===== src/rtl/tree_walk_master.sv =====
// tree_walk_master: walks the node-store binary tree from ROOT_ADDR along path bits and reports the leaf.
// Optional leaf kind write-back is enabled by defining TREE_WALK_WRITEBACK_EN.
module tree_walk_master #(
   parameter int         MAX_DEPTH = 8,
   parameter logic [4:0] ROOT_ADDR = 5'd0
) (
   input  logic                 clk,
   input  logic                 reset,
   input  logic                 start,
   input  logic [MAX_DEPTH-1:0] path,
   input  logic [1:0]           set_kind,
   input  logic [11:0]          read_node,
   output logic [4:0]           read_addr,
   output logic [11:0]          write_node,
   output logic [4:0]           write_addr,
   output logic                 write,
   output logic                 busy,
   output logic                 done,
   output logic [4:0]           leaf_addr,
   output logic [1:0]           leaf_kind,
   output logic [3:0]           depth_out,
   output logic                 err
);
`ifdef TREE_WALK_WRITEBACK_EN
   typedef enum logic [2:0] {IDLE, FETCH, DECIDE, WRITE, DONE} state_t;
`else
   typedef enum logic [2:0] {IDLE, FETCH, DECIDE, DONE} state_t;
   logic unused_set_kind;
   assign unused_set_kind = ^set_kind;
   assign write      = 1'b0;
   assign write_addr = 5'd0;
   assign write_node = 12'd0;
`endif
   state_t               state;
   logic [11:0]          node_q;
   logic [MAX_DEPTH-1:0] path_q;
   logic [4:0]           cur_addr;
   logic [3:0]           depth;
   logic [15:0]          path_x;
   logic [4:0]           child;
   logic                 is_leaf;
   logic                 stop;
   always_comb begin
      path_x  = 16'(path_q);
      child   = path_x[depth] ? node_q[6:2] : node_q[11:7];
      is_leaf = node_q[1:0] != 2'b11;
      stop    = is_leaf || child == ROOT_ADDR || depth == 4'(MAX_DEPTH - 1);
   end
   always_ff @(posedge clk or negedge reset) begin
      if (!reset) begin
         state      <= IDLE;
         node_q     <= '0;
         path_q     <= '0;
         cur_addr   <= ROOT_ADDR;
         depth      <= '0;
         read_addr  <= '0;
         busy       <= 1'b0;
         done       <= 1'b0;
         leaf_addr  <= '0;
         leaf_kind  <= '0;
         depth_out  <= '0;
         err        <= 1'b0;
`ifdef TREE_WALK_WRITEBACK_EN
         write      <= 1'b0;
         write_addr <= '0;
         write_node <= '0;
`endif
      end else begin
         done  <= 1'b0;
`ifdef TREE_WALK_WRITEBACK_EN
         write <= 1'b0;
`endif
         case (state)
            IDLE: if (start) begin
               state     <= FETCH;
               cur_addr  <= ROOT_ADDR;
               read_addr <= ROOT_ADDR;
               depth     <= '0;
               path_q    <= path;
               err       <= 1'b0;
               busy      <= 1'b1;
            end
            FETCH: begin
               node_q <= read_node;
               state  <= DECIDE;
            end
            DECIDE: if (stop) begin
               // null child and depth overflow both report the internal node reached
               leaf_addr <= cur_addr;
               leaf_kind <= node_q[1:0];
               depth_out <= depth;
               err       <= !is_leaf;
`ifdef TREE_WALK_WRITEBACK_EN
               state     <= is_leaf ? WRITE : DONE;
`else
               state     <= DONE;
`endif
            end else begin
               cur_addr  <= child;
               read_addr <= child;
               depth     <= depth + 4'd1;
               state     <= FETCH;
            end
`ifdef TREE_WALK_WRITEBACK_EN
            WRITE: begin
               write      <= 1'b1;
               write_addr <= cur_addr;
               write_node <= {node_q[11:2], set_kind};
               state      <= DONE;
            end
`endif
            DONE: begin
               done  <= 1'b1;
               busy  <= 1'b0;
               state <= IDLE;
            end
            default: state <= IDLE;
         endcase
      end
   end
endmodule


===== config.mk =====
export PLATFORM = sky130hd
export DESIGN_NAME = tree_walk_master
export DESIGN_NICKNAME = d
export VERILOG_FILES = /design/src/rtl/tree_walk_master.sv
export SDC_FILE = /design/constraint.sdc
export NUM_CORES = 1
export LEC_CHECK = 0
export CAP_MARGIN = 0
export CORE_ASPECT_RATIO = 2
export CORE_MARGIN = 3
export CORE_UTILIZATION = 30
export CTS_CLUSTER_SIZE = 20
export DETAILED_ROUTE_END_ITERATION = 6
export HOLD_SLACK_MARGIN = 0.12
export SETUP_SLACK_MARGIN = 0.02
export SLEW_MARGIN = 20
export SYNTH_ARGS = -nofsm -noshare
export SYNTH_HDL_FRONTEND = slang
export SYNTH_SLANG_ARGS = --single-unit

===== constraint.sdc =====
create_clock -name clk -period 6.5 [get_ports clk]
set_input_delay 1.3 -clock clk [delete_from_list [all_inputs] [get_ports clk]]
set_output_delay 1.3 -clock clk [all_outputs]
set_load 0.02 [all_outputs]

Word-level counts from Yosys, hierarchy flattened
Cells that the tools add are included.
{"block": "totals", "register_bits": 46, "inputBits": 25, "out_inout_bits": 37, "wordCells": 51}
{"block": "classes", "add_sub_neg": 1, "n_lt_le_gt_ge": 1, "n_eq_ne": 8, "muxes": 18, "n_reduce_logical": 12}
{"op": "5-bit 2-to-1 mux", "count": 3}
{"op": "5-bit case mux with 2 select lines", "count": 1}
{"op": "3-bit case mux with 3 select lines", "count": 1}
{"op": "4-bit 2-to-1 mux", "count": 2}
{"op": "2-bit inequality test (second input constant)", "count": 4}
{"op": "4-bit case mux with 2 select lines", "count": 1}
{"op": "3-bit by 2-bit == test with 1-bit output (second input constant)", "count": 2}
{"op": "2-bit AND reduction", "count": 3}
{"op": "3-bit AND reduction", "count": 2}
{"op": "5-bit zero test", "count": 1}
{"op": "4-bit by 5-bit < comparator with 1-bit output (second input constant)", "count": 1}
{"op": "1-bit 2-to-1 mux", "count": 5}
{"op": "4-bit by 1-bit adder with 4-bit output (second input constant)", "count": 1}
{"op": "1-bit binary-select mux with 4-bit select", "count": 1}
{"op": "4-bit by 3-bit == test with 1-bit output (second input constant)", "count": 1}
{"op": "1-bit case mux with 2 select lines", "count": 2}
{"op": "2-bit nonzero test", "count": 2}
{"op": "3-bit by 1-bit == test with 1-bit output (second input constant)", "count": 1}
{"op": "3-bit zero test", "count": 1}
{"op": "3-bit 2-to-1 mux", "count": 1}
{"op": "1-bit logical OR", "count": 2}
{"op": "2-bit 2-to-1 mux", "count": 1}
{"op": "1-bit zero test", "count": 1}

Depth between registers and ports, before layout
{"block": "depth", "depth_word": 8, "depth_mapped": 7, "depth_no_buf": 6}

Worst setup path before layout
Ideal clock, no wire load.
{"block": "synth_path", "path_kind": "input to register", "start": "in start", "end": "reg path_q[0]", "setup_ps": 125, "arrival_time_ps": 2268, "required_time_ps": 6375, "slack_ps": 4107, "path_stages": 3, "n_path_buf": 1, "cell_sequence": "nor3b_1 -> clkbuf_1 -> mux2_2"}
{"block": "synth_between", "elab_chain_cells": 1}
{"element": "start: declaration", "line_no": "9", "rtl": "input logic start,"}
{"element": "2-bit AND reduction (no source line)"}
{"element": "end signal: assignment", "line_no": "79", "rtl": "path_q <= path;"}
{"element": "end: declaration", "line_no": "36", "rtl": "logic [MAX_DEPTH-1:0] path_q;"}
Every way passes these cells.
A chain may end at the register's enable or synchronous reset.

==> impl_metrics.json <==
{
  "crit_cells": 1,
  "core_mm2": 0.00673,
  "busiest_layer": "met2",
  "hold_viol": 0,
  "r2r_end": "leaf_addr[3]",
  "nets": 237,
  "min_period_over_period_pct": 39.9,
  "p_int_mw": 0.837,
  "die_area_mm2": 0.00811,
  "yosysMostFrequentCell": "dfrtp_1",
  "clk_path_buf_depth": 2,
  "worst_pin_slew_ns": 0.637,
  "grt_usage_pct": 12.0,
  "dp.cells": 292,
  "ys.flop_type": "dfrtp_1",
  "nFillCells": 673,
  "first_iter_violations": 31,
  "required_ns": 5.20,
  "place.gp.congestion": 0.757,
  "final_cells": 300,
  "slowest_delay_ns": 0.62,
  "status": "finished clean",
  "p_seq_share_pct": 38.9,
  "maxCapViolCount": 0,
  "slew_headroom_pct": 57.2,
  "rr_startpoint": "depth[1]",
  "setup-tns-final_ns": 0,
  "drcViolationCount": 0,
  "avgSynthCellArea_um2": 12.5,
  "holdBufCountCts": 0,
  "cts.sinks": 45,
  "grt_max_degree": 46,
  "power.leakage_nw": 1.17,
  "place_area_mm2": 0.00253,
  "seq_area_frac_synth_pct": 53.5,
  "netlist_area_mm2": 0.00210,
  "antenna_left": 0,
  "synth.distinct_cells": 37,
  "cp_top_family": "buffers and inverters",
  "dpl.hpwl_mm": 3.28,
  "gr-usage-met3_pct": 3.70,
  "rrSetupSlack_ns": 3.97,
  "pwr-share-clk_pct": 18.7,
  "die_w_um": 65.2,
  "grt_pass1_wl_mm": 7.11,
  "p_sw_share_pct": 35.7,
  "rsz0062_at_grt": "no",
  "critPathLaunch": "cur_addr[1]",
  "grt_use_met1_pct": 11.8,
  "synth_commonest_cells": "45 x dfrtp_1, 29 x mux2_2, 19 x buf_4, 9 x mux2i_1, 8 x nand2_1",
  "cts_setup_buffers": 0,
  "grt_antenna_before_repair": 0,
  "synth-seq-cells": 45,
  "hp-class": "reg2reg",
  "switchingPower_mw": 0.465,
  "initial_core_util_pct": 31.3,
  "grt_pass1_vias": 1451,
  "wl_per_cell_um": 14.7,
  "insertedDiodeCount": 0,
  "clk_latency_ns": 0.29,
  "p_per_area_mw_per_mm2": 487,
  "crit_buf_inv": 1,
  "worstPathCellList": "clkdlybuf4s50_1",
  "path_max_fanout": 3,
  "cts_resized": 0,
  "combinationalPowerShare_pct": 42.4,
  "vias": 1411,
  "path_class": "reg2out",
  "met2_usage_pct": 20.1,
  "final_area_mm2": 0.00267,
  "ys_warn_count": 0,
  "htreeDepth": 2,
  "tritoncts": "yes",
  "grt_overflow_total": 0,
  "fin_crit_ns": 2.59,
  "yosysTopAreaCell": "dfrtp_1",
  "wl_mm": 4.42,
  "vdd_drop_max_uv": 250,
  "yosys-top-cells-area": "dfrtp_1 54%, mux2_2 16%, buf_4 6.8%, mux2i_1 4.3%, o2bb2ai_1 2.1%",
  "die_h_um": 124,
  "final_max_slew_viol_count": 0,
  "crit_path_end": "read_addr[1]",
  "area_growth_pct": 27.1,
  "syn-instance-count": 168,
  "drt-vias-per-instance": 4.70,
  "fmax_ghz": 0.386,
  "drtPass1Iterations": 4,
  "io_buffers": 41,
  "async_flop_share_pct": 100,
  "reg2regPathDepth": 6,
  "end_kind": "primary output",
  "ios": 62,
  "cts_made_buffers": 5,
  "synth-edff-count": 0,
  "holdWs_ns": 0.475,
  "finalClockSkew_ns": 0.00432,
  "cp.arrival_ns": 1.29,
  "cp-start-kind": "flip-flop",
  "drive_gt1_share_pct": 20.3,
  "clk_pin_slew_ns": 0.06,
  "cpMaxStageDelayCell": "clkdlybuf4s50_1",
  "cts_root_buf": "clkbuf_16",
  "synth_top_cell_area_share_pct": 53.5,
  "setup_violations": 0,
  "num_rows": 42
}
## area by class of cell
type | count | area, um^2 | area share, %
flip-flops and latches | 45 | 1130 | 42.1
repair buffers | 42 | 415 | 15.5
inverters | 4 | 15.0 | 0.562
multi-input cells | 113 | 870 | 32.5
clock buffers | 8 | 136 | 5.10
well taps | 88 | 110 | 4.12
## worst min-delay path by stage
| stage | from | endpoint | cells past startpoint | slack, ns |
|---|---|---|---|---|
| 6_report | busy | busy | 1 | 0.48 |
| 5_1_grt | depth_out[0] | depth_out[0] | 1 | 0.51 |
| 4_1_cts | busy | busy | 1 | 0.48 |
| 2_1_floorplan | path_q[0] | path_q[0] | 1 | 0.48 |
| 3_5_place_dp | busy | busy | 1 | 0.46 |
| 3_3_place_gp | busy | busy | 1 | 0.46 |
## per-layer routing
layer,vias up,part of all wire (%),wire (um)
li1,644,-,-
met2,58,54,2380
met4,0,5.2,231
met3,14,5.6,247
met1,695,35,1570
met5,-,0,0
## placed cells by master (no fill, tap or decap), types with 5 or more instances in the layout
master	count
nand2_1	8
a21oi_1	5
conb_1	18
dfrtp_1	45
clkbuf_16	5
mux2_2	29
o2bb2ai_1	5
mux2i_1	9
clkdlybuf4s50_1	40
nor2_1	5
## flip-flops by register name (all words and copies together), names as in the netlist
register,flops
node_q,12
path_q,8
cur_addr,5
leaf_addr,5
depth,4
depth_out,4
leaf_kind,2
state,2
busy,1
done,1
err,1
## power groups by stage
stage	Clock (mW)	Combinational (mW)	Sequential, mW
after global routing	0.264	0.596	0.528
after floorplan	0	0.333	0.541
after global placement	0	0.554	0.511
after CTS	0.253	0.564	0.510
after detailed placement	0	0.564	0.514
final	0.243	0.552	0.506
## through the flow
step / power (mW) / setup slack (ns) / util [%]
finish: 1.30 / 3.91 / 39.7
global route: 1.39 / 3.81 / 39.7
CTS: 1.33 / 3.88 / 39.7
detailed placement: 1.08 / 3.63 / 37.6
global placement: 1.07 / 3.65 / 37.6
floorplan: 0.873 / 4.11 / -
## cell families (layout without fill, tap and decap cells)
logic type | Yosys count | count (layout) | share of synthesized area (%)
flops | 45 | 45 | 53.5
mux | 39 | 39 | 20.3
simple gates | 33 | 33 | 8.39
buf+inv | 27 | 54 | 8.27
compound gates | 22 | 22 | 8.69
fa+ha+maj | 1 | 1 | 0.595
other cells | 1 | 18 | 0.178
Power figures use the tool's default switching activity.
